### src/rtl/proc_pkg.sv
// Shared definitions for proc_n: opcodes, step encodings and the ALU function.
// The ALU works on ALU_W-bit operands so one function serves any N up to ALU_W-1.
package proc_pkg;

   localparam logic [2:0] MV   = 3'b000;
   localparam logic [2:0] MVI  = 3'b001;
   localparam logic [2:0] ADD  = 3'b010;
   localparam logic [2:0] SUB  = 3'b011;
   localparam logic [2:0] AND  = 3'b100;
   localparam logic [2:0] OR   = 3'b101;
   localparam logic [2:0] XOR  = 3'b110;
   localparam logic [2:0] MVNZ = 3'b111;

   typedef enum logic [1:0] {T0 = 2'd0, T1 = 2'd1, T2 = 2'd2, T3 = 2'd3} step_t;

   localparam int ALU_W = 64;

   typedef struct packed {
      logic             carry;
      logic [ALU_W-1:0] res;
   } alu_t;

   // Operands are zero-extended, so bit w of the wide result is the carry (add)
   // or the borrow (sub) of a w-bit operation.
   function automatic alu_t alu_op(input logic [2:0] op, input logic [ALU_W-1:0] a,
                                   input logic [ALU_W-1:0] b, input logic [6:0] w);
      logic [ALU_W:0] full;
      alu_t           o;
      full = '0;
      case (op)
         ADD:     full = {1'b0, a} + {1'b0, b};
         SUB:     full = {1'b0, a} - {1'b0, b};
         AND:     full = {1'b0, a & b};
         OR:      full = {1'b0, a | b};
         XOR:     full = {1'b0, a ^ b};
         default: full = '0;
      endcase
      o.res   = full[ALU_W-1:0];
      o.carry = (op == ADD || op == SUB) ? full[w] : 1'b0;
      return o;
   endfunction

endpackage

### src/rtl/dec3to8.sv
// 3-to-8 one-hot decoder for register selection; purely combinational.
module dec3to8 (
   input  logic [2:0] w,
   output logic [7:0] y
);

   assign y = 8'b1 << w;

endmodule

### src/rtl/regn.sv
// n-bit load-enable register with asynchronous active-high clear; one cycle load latency.
module regn #(
   parameter int n = 16
) (
   input  logic         clock,
   input  logic         rst,
   input  logic         en,
   input  logic [n-1:0] d,
   output logic [n-1:0] q
);

   always_ff @(posedge clock or posedge rst) begin
      if (rst)     q <= '0;
      else if (en) q <= d;
   end

endmodule

### src/rtl/proc_n.sv
// Multicycle N-bit processor: one instruction per Run/Done handshake, 2 cycles (moves) or 4 (ALU).
// Run is sampled only in T0; optional {Z,C} Flags output when PROC_FLAGS_EN is defined.
module proc_n
   import proc_pkg::*;
#(
   parameter int N = 16
) (
   input  logic         Clock,
   input  logic         Reset,
   input  logic [N-1:0] DIN,
   input  logic         Run,
   output logic         Done,
   output logic [N-1:0] BusWires
`ifdef PROC_FLAGS_EN
   ,
   output logic [1:0]   Flags
`endif
);

   step_t       tstep;
   logic [8:0]  ir;
   logic [2:0]  op;
   logic [7:0]  xsel, ysel;
   logic [7:0]  rin, rout;
   logic        ain, gin, gout, dinout, is_alu;
   logic [N-1:0] r [8];
   logic [N-1:0] a, g, bus;
   logic        z;
   alu_t        alu_out;

   assign op     = ir[8:6];
   assign is_alu = !(op == MV || op == MVI || op == MVNZ);

   dec3to8 u_decx (.w(ir[5:3]), .y(xsel));
   dec3to8 u_decy (.w(ir[2:0]), .y(ysel));

   regn #(.n(9)) u_ir (.clock(Clock), .rst(Reset), .en(tstep == T0 && Run), .d(DIN[8:0]), .q(ir));
   regn #(.n(N)) u_a  (.clock(Clock), .rst(Reset), .en(ain), .d(bus), .q(a));
   regn #(.n(N)) u_g  (.clock(Clock), .rst(Reset), .en(gin), .d(alu_out.res[N-1:0]), .q(g));

   for (genvar i = 0; i < 8; i++) begin : g_reg
      regn #(.n(N)) u_r (.clock(Clock), .rst(Reset), .en(rin[i]), .d(bus), .q(r[i]));
   end

   always_ff @(posedge Clock or posedge Reset) begin
      if (Reset) begin
         tstep <= T0;
      end else begin
         case (tstep)
            T0:      if (Run) tstep <= T1;
            T1:      tstep <= is_alu ? T2 : T0;
            T2:      tstep <= T3;
            default: tstep <= T0;
         endcase
      end
   end

   always_comb begin
      rin    = '0;
      rout   = '0;
      ain    = 1'b0;
      gin    = 1'b0;
      gout   = 1'b0;
      dinout = 1'b0;
      Done   = 1'b0;
      case (tstep)
         T1: begin
            if (op == MV) begin
               rout = ysel;
               rin  = xsel;
               Done = 1'b1;
            end else if (op == MVI) begin
               dinout = 1'b1;
               rin    = xsel;
               Done   = 1'b1;
            end else if (op == MVNZ) begin
               rout = ysel;
               rin  = z ? 8'h00 : xsel;
               Done = 1'b1;
            end else begin
               rout = xsel;
               ain  = 1'b1;
            end
         end
         T2: begin
            rout = ysel;
            gin  = 1'b1;
         end
         T3: begin
            gout = 1'b1;
            rin  = xsel;
            Done = 1'b1;
         end
         default: ;
      endcase
   end

   // Lowest-numbered register wins, then G, then DIN.
   always_comb begin
      bus = '0;
      if (dinout) bus = DIN;
      if (gout)   bus = g;
      for (int i = 7; i >= 0; i--)
         if (rout[i]) bus = r[i];
   end

   assign BusWires = bus;
   assign alu_out  = alu_op(op, ALU_W'(a), ALU_W'(bus), 7'(N));

   always_ff @(posedge Clock or posedge Reset) begin
      if (Reset)    z <= 1'b0;
      else if (gin) z <= (alu_out.res[N-1:0] == '0);
   end

`ifdef PROC_FLAGS_EN
   logic c;
   always_ff @(posedge Clock or posedge Reset) begin
      if (Reset)    c <= 1'b0;
      else if (gin) c <= alu_out.carry;
   end
   assign Flags = {z, c};

   logic unused_alu;
   assign unused_alu = ^alu_out.res[ALU_W-1:N];
`else
   logic unused_alu;
   assign unused_alu = ^{alu_out.carry, alu_out.res[ALU_W-1:N]};
`endif

endmodule
### config.mk
export PLATFORM = sky130hd
export DESIGN_NAME = proc_n
export DESIGN_NICKNAME = d
export VERILOG_FILES = /design/src/rtl/proc_pkg.sv /design/src/rtl/dec3to8.sv /design/src/rtl/regn.sv /design/src/rtl/proc_n.sv
export SDC_FILE = /design/constraint.sdc
export NUM_CORES = 1
export LEC_CHECK = 0
export BUFFER_PORTS_ARGS = -buffer_cell sky130_fd_sc_hd__buf_2
export CAP_MARGIN = 0
export CORE_ASPECT_RATIO = 0.75
export CORE_MARGIN = 2
export CORE_UTILIZATION = 63
export CTS_CLUSTER_DIAMETER = 60
export DETAILED_ROUTE_END_ITERATION = 12
export GPL_TIMING_DRIVEN = 0
export HOLD_SLACK_MARGIN = 0.1
export PLACE_DENSITY = 0.83
export SLEW_MARGIN = 30
export SYNTH_ARGS = -nofsm -noshare
export SYNTH_HDL_FRONTEND = slang
export SYNTH_HIERARCHICAL = 1
export SYNTH_SLANG_ARGS = --single-unit
### constraint.sdc
create_clock -name Clock -period 8.95 [get_ports Clock]
set_input_delay 0.4475 -clock Clock [delete_from_list [all_inputs] [get_ports Clock]]
set_output_delay 0.4475 -clock Clock [all_outputs]
set_load 0.02 [all_outputs]
Word level (Yosys, flattened, before mapping)
Cells that the tools add are included.
{ "word_totals": {"out_inout_bits": 17, "ff_bits": 172, "romBits": 0, "latch_bits": 0, "ram_bits": 0, "in_bits": 19, "mem_count": 0, "elab_cells": 73} }
{ "op_classes": {"order_cmp": 0, "n_reduce_logical": 6, "n_bitwise": 3, "div_mod_pow": 0, "shifts": 2, "muxes": 36, "eq_ne": 11, "n_addsub": 2, "n_mul": 0} }
{ "op_table": {"columns": ["cell", "count"], "rows": [
  ["2-to-1 mux 16 bit", 10],
  ["case mux 16 bit (5 select lines)", 1],
  ["2-to-1 mux 8 bit", 7],
  ["case mux 8 bit (2 select lines)", 2],
  ["adder 16 bit", 1],
  ["bitwise AND 16 bit", 1],
  ["logical NOT 16 bit", 1],
  ["OR 16 bit", 1],
  ["left shift 1 x 3 -> 8 bit (first input constant)", 2],
  ["subtractor 16 bit", 1],
  ["XOR 16 bit", 1],
  ["== test 3 bit (second input constant)", 4],
  ["2-to-1 mux 1 bit", 12],
  ["== test 3 x 2 -> 1 bit (second input constant)", 2],
  ["case mux 2 bit (3 select lines)", 1],
  ["== test 2 bit (second input constant)", 2],
  ["2-to-1 mux 2 bit", 2],
  ["== test 3 x 1 -> 1 bit (second input constant)", 1],
  ["logical NOT 3 bit", 1],
  ["== test 2 x 1 -> 1 bit (second input constant)", 1],
  ["logical NOT 2 bit", 1],
  ["logical OR 1 bit", 2],
  ["!= test 2 bit (second input constant)", 1],
  ["case mux 1 bit (2 select lines)", 1],
  ["logical AND 1 bit", 1]
]} }

Logic depth before layout (Yosys ltp)
{ "logic_depth": {"word_depth": 17, "depth_mapped": 30, "mapped_depth_nobuf": 27} }

Modules after synthesis
The synthesis kept the hierarchy.
{ "by_module_without_submodules": {"columns": ["mod", "cells_each", "n_inst", "area_each_um2", "seq_area_each_um2"], "rows": [
  ["regn at g_reg[0].u_r ...", 35, 10, 653.1, 400.4],
  ["proc_n", 618, 1, 4199.0, 75.1],
  ["regn at u_ir", 20, 1, 375.4, 225.2],
  ["dec3to8", 8, 2, 65.1, 0.0]
]} }

Least setup slack after synthesis
Ideal clock, no wire load.
{ "synth_path": {"kind": "reg-to-reg", "from": "reg tstep[1]", "to": "reg u_g.q[15]", "setup_ns": 0.125, "setup_slack_ns": 2.117, "t_required_ns": 8.825, "t_arrival_ns": 6.708, "period_less_slack_ns": 6.833, "path_stages_with_launch": 30, "path_buffers": 2, "path_cell_list": "dfrtp_1 -> inv_1 -> ha_1 -> and4_4 -> buf_6 -> or3_1 -> buf_2 -> a32oi_1 -> o21ai_0 -> a2bb2oi_1 -> o31ai_1 -> inv_1 -> ha_1 -> nor2_1 -> a21oi_1 -> inv_1 -> ha_1 -> nor2b_1 -> o21ai_0 -> a21oi_1 -> o41ai_1 -> o211ai_1 -> o41a_1 -> a21o_1 -> a21oi_1 -> o21ai_0 -> and2_1 -> mux2i_1 -> nand2_1 -> mux2_2"} }
{ "synth_lines": {"columns": ["item", "line_no", "rtl"], "rows": [
  ["start: declaration", "proc_n.sv:20", "step_t tstep;"],
  ["start signal: assignment", "proc_n.sv:51", "T1: tstep <= is_alu ? T2 : T0;"],
  ["end signal: assignment", "regn.sv:13", "if (rst) q <= '0;"],
  ["end signal: assignment", "regn.sv:14", "else if (en) q <= d;"],
  ["end: declaration", "regn.sv:9", "output logic [n-1:0] q"]
]} }

==> run metrics <==
Vias/cell=6.594; setup slack of the most critical reg-to-reg path=1040 ps; fin nets=1137; cell taking the most area after synthesis=dfrtp_1; global-route wire length before repair=48.63 mm; Crit path arrival time=8290 ps; DPL Wire Length=22.71 mm; total clock sinks=172; Worst Hold Margin=279.7 ps; Core ar.=17550 sq um; number of maximum-capacitance constraint violations=0; post-detailed-route DRC marker count=0; Clk Latency, worst-skew pair=450 ps; HP Class=in -> reg; worst setup skew after layout=18.09 ps; top achievable clock speed=126.4 MHz; outcome=finished clean; row count=42; worst setup slack before clock tree synthesis=1318 ps; Max Fanout on Critical Path=14; number of diodes added for antenna fixing=0; EDFF count, synth=0; delay of the slowest cell on the worst path=680 ps; Post-synth ARST share=100.0%; fraction of layout cells with a size suffix above 1=28.97%; Port Buffer Count=35; final worst path period need=7909 ps; synthesized instance count=1004; Post-Synthesis Cell Area=11240 sq um; Critical-path top delay cell=o41ai_1; final weighted congestion in routability-driven placement=0.9119; via count of the first global-routing pass=8539; largest net degree at the start of global routing=19; Yosys reg bits=172; Worst Path Class, Setup=reg -> reg; register clock-pin slew on the reported worst setup and hold paths=70 ps; TritonCTS clock tree=built; share of the synthesized area in the top cell type=38.31%; Critical Path Source Type=flop; sequential area share after synthesis=38.31%; sum of negative setup slack=0 ps; overall routing resource usage=34.11%; Synth warnings=6; post-synth net total=1077; PnR worst setup slack=1041 ps; slew at the pin closest to its max-slew limit=926.9 ps; clock buffer count from CTS=17; reg-to-reg critical path startpoint=tstep[0]$_DFFE_PP0P_; DRC violation total after the first TritonRoute iteration=796; count of cell types in the netlist=82; post-CTS repair timing setup buffer count=0; number of ports placed on the die boundary=36; Top FF cell, synth=dfrtp_1; final routed wirelength across all metal layers=31.13 mm; final-report hold violation count=0; count of H-tree levels built during CTS=4; RSZ-0062 raised after global routing=false; largest buffer count on any clock path=2; cell family contributing the most delay on the critical path=compound AO/OA/AOI/OAI gates; routed length per placed instance=23.60 um; path length in cells of the critical path=28; number of antenna violations at the first check in global routing=0; leading post-synthesis cells by cell area=dfrtp_1 38%, mux2_4 15%, mux2_2 6.0%; clk root buf=clkbuf_16; Critical R2R Capture=z$_DFFE_PP0N_; Critical path origin=tstep[0]$_DFFE_PP0P_; x dimension of the die=158.2 um; final period utilization=88.37%; post-detailed-route count of antenna-violating nets=0; DR vias=8698; number of setup violations in the final report=0; vertical die dimension=119.7 um; Register-to-Register Path Depth=28; CP Capture Type=flop; Crit path buffers/inverters=5; required time of the critical path=9330 ps; CP Capture Point=z$_DFFE_PP0N_; Finished Core Util=70.88%; overall overflow remaining after global route=0; average instance area after synthesis=11.19 sq um; floorplan die area=18930 sq um; number of detailed-routing iterations run before antenna repair=6; max-slew headroom at the worst pin=38.07%; starting density of the core=64.01%; Layout Area Growth over Synthesis=10.72%; final-report max-slew violation count=0
## stage by stage
step,std cells,cell area [sq um]
5_1_grt,1319,12440
3_3_place_gp,1281,11710
4_1_cts,1318,12430
6_report,1319,12440
2_1_floorplan,1004,11240
3_5_place_dp,1285,11820
## cells by family (layout without fill, tap and decap cells)
group | after synthesis | in the layout | synth area share, %
AOI/OAI and AO/OA | 242 | 242 | 15.53
and+or+nand+nor | 202 | 202 | 9.644
muxes | 183 | 183 | 21.83
DFF | 172 | 172 | 38.31
buffers and inverters | 126 | 199 | 6.659
adders and majority gates | 54 | 54 | 6.080
xor gates and xnor gates | 25 | 25 | 1.949
## synthesized netlist by cell type, drive strengths merged (18+ instances only)
| cell type | n |
|---|---|
| clkbuf | 24 |
| ha | 53 |
| nand2 | 43 |
| nor2 | 51 |
| inv | 68 |
| a22oi | 19 |
| dfrtp | 172 |
| and2 | 19 |
| o21ai | 41 |
| buf | 33 |
| mux2 | 169 |
| nand3 | 18 |
| o22ai | 18 |
| a21oi | 34 |
| xnor2 | 21 |
## area by class of cell
type | count | area, sq um
multi-input cells | 706 | 6255
fillers | 1252 | 5111
flip-flops and latches | 172 | 4304
plain buffers | 57 | 489.2
clock buffers | 17 | 425.4
well taps | 242 | 302.8
inverters | 69 | 259.0
repair buffers | 41 | 229.0
clock inverters | 15 | 176.4
## layer usage
layer	track usage, %	part of all wire, %	vias up
li1	-	-	3801
met1	51.29	45	4373
met2	48.67	43	456
met3	8.812	9.6	68
met4	9.628	2.1	0
met5	0	0	-
## registers in the layout, indices dropped and copies added, names as in the netlist
signal	count
g.u_r/q	128
u_a/q	16
u_g/q	16
u_ir/q	9
tstep	2
z	1
## cells in the final DEF (no fill, tap or decap), drive strengths merged, types with 6 or more instances in the layout
| master | instances |
|---|---|
| dfrtp | 172 |
| mux2 | 169 |
| inv | 76 |
| buf | 73 |
| ha | 53 |
| nor2 | 51 |
| nand2 | 43 |
| o21ai | 41 |
| clkbuf | 41 |
| a21oi | 34 |
| xnor2 | 21 |
| a22oi | 19 |
| and2 | 19 |
| nand3 | 18 |
| o22ai | 18 |
| nor3 | 16 |
| mux2i | 14 |
| o211ai | 10 |
| a211oi | 10 |
| o31ai | 10 |
| and3 | 9 |
| a22o | 8 |
| o21a | 8 |
| nor3b | 8 |
| or3 | 7 |
| a31oi | 7 |
| a21o | 6 |
| a2bb2oi | 6 |
| o31a | 6 |
| nand2b | 6 |
| and3b | 6 |
| a221oi | 6 |
| a32o | 6 |
| clkinv | 6 |
## what timing repair did
action	4_1_cts	5_1_grt
resized for setup	0	0
setup endpoints to repair	0	0
hold buffers	1	0
endpoints found under the hold margin	6	0
## worst min path at each step
| stage | from | endpoint | slack (ps) | cells after the start |
|---|---|---|---|---|
| 2_1_floorplan | Reset | tstep[0]$_DFFE_PP0P_ | 200 | 1 |
| 3_5_place_dp | Reset | tstep[1]$_DFFE_PP0P_ | 470 | 2 |
| 5_1_grt | DIN[4] | u_ir/q[4]$_DFFE_PP0P_ | 280 | 2 |
| 6_report | DIN[4] | u_ir/q[4]$_DFFE_PP0P_ | 280 | 2 |
| 4_1_cts | DIN[4] | u_ir/q[4]$_DFFE_PP0P_ | 270 | 2 |
| 3_3_place_gp | Reset | tstep[0]$_DFFE_PP0P_ | 480 | 2 |
Power is left out: the tool's default activity adds up to more than one toggle a clock period on the data nets, which glitch-free logic cannot reach.
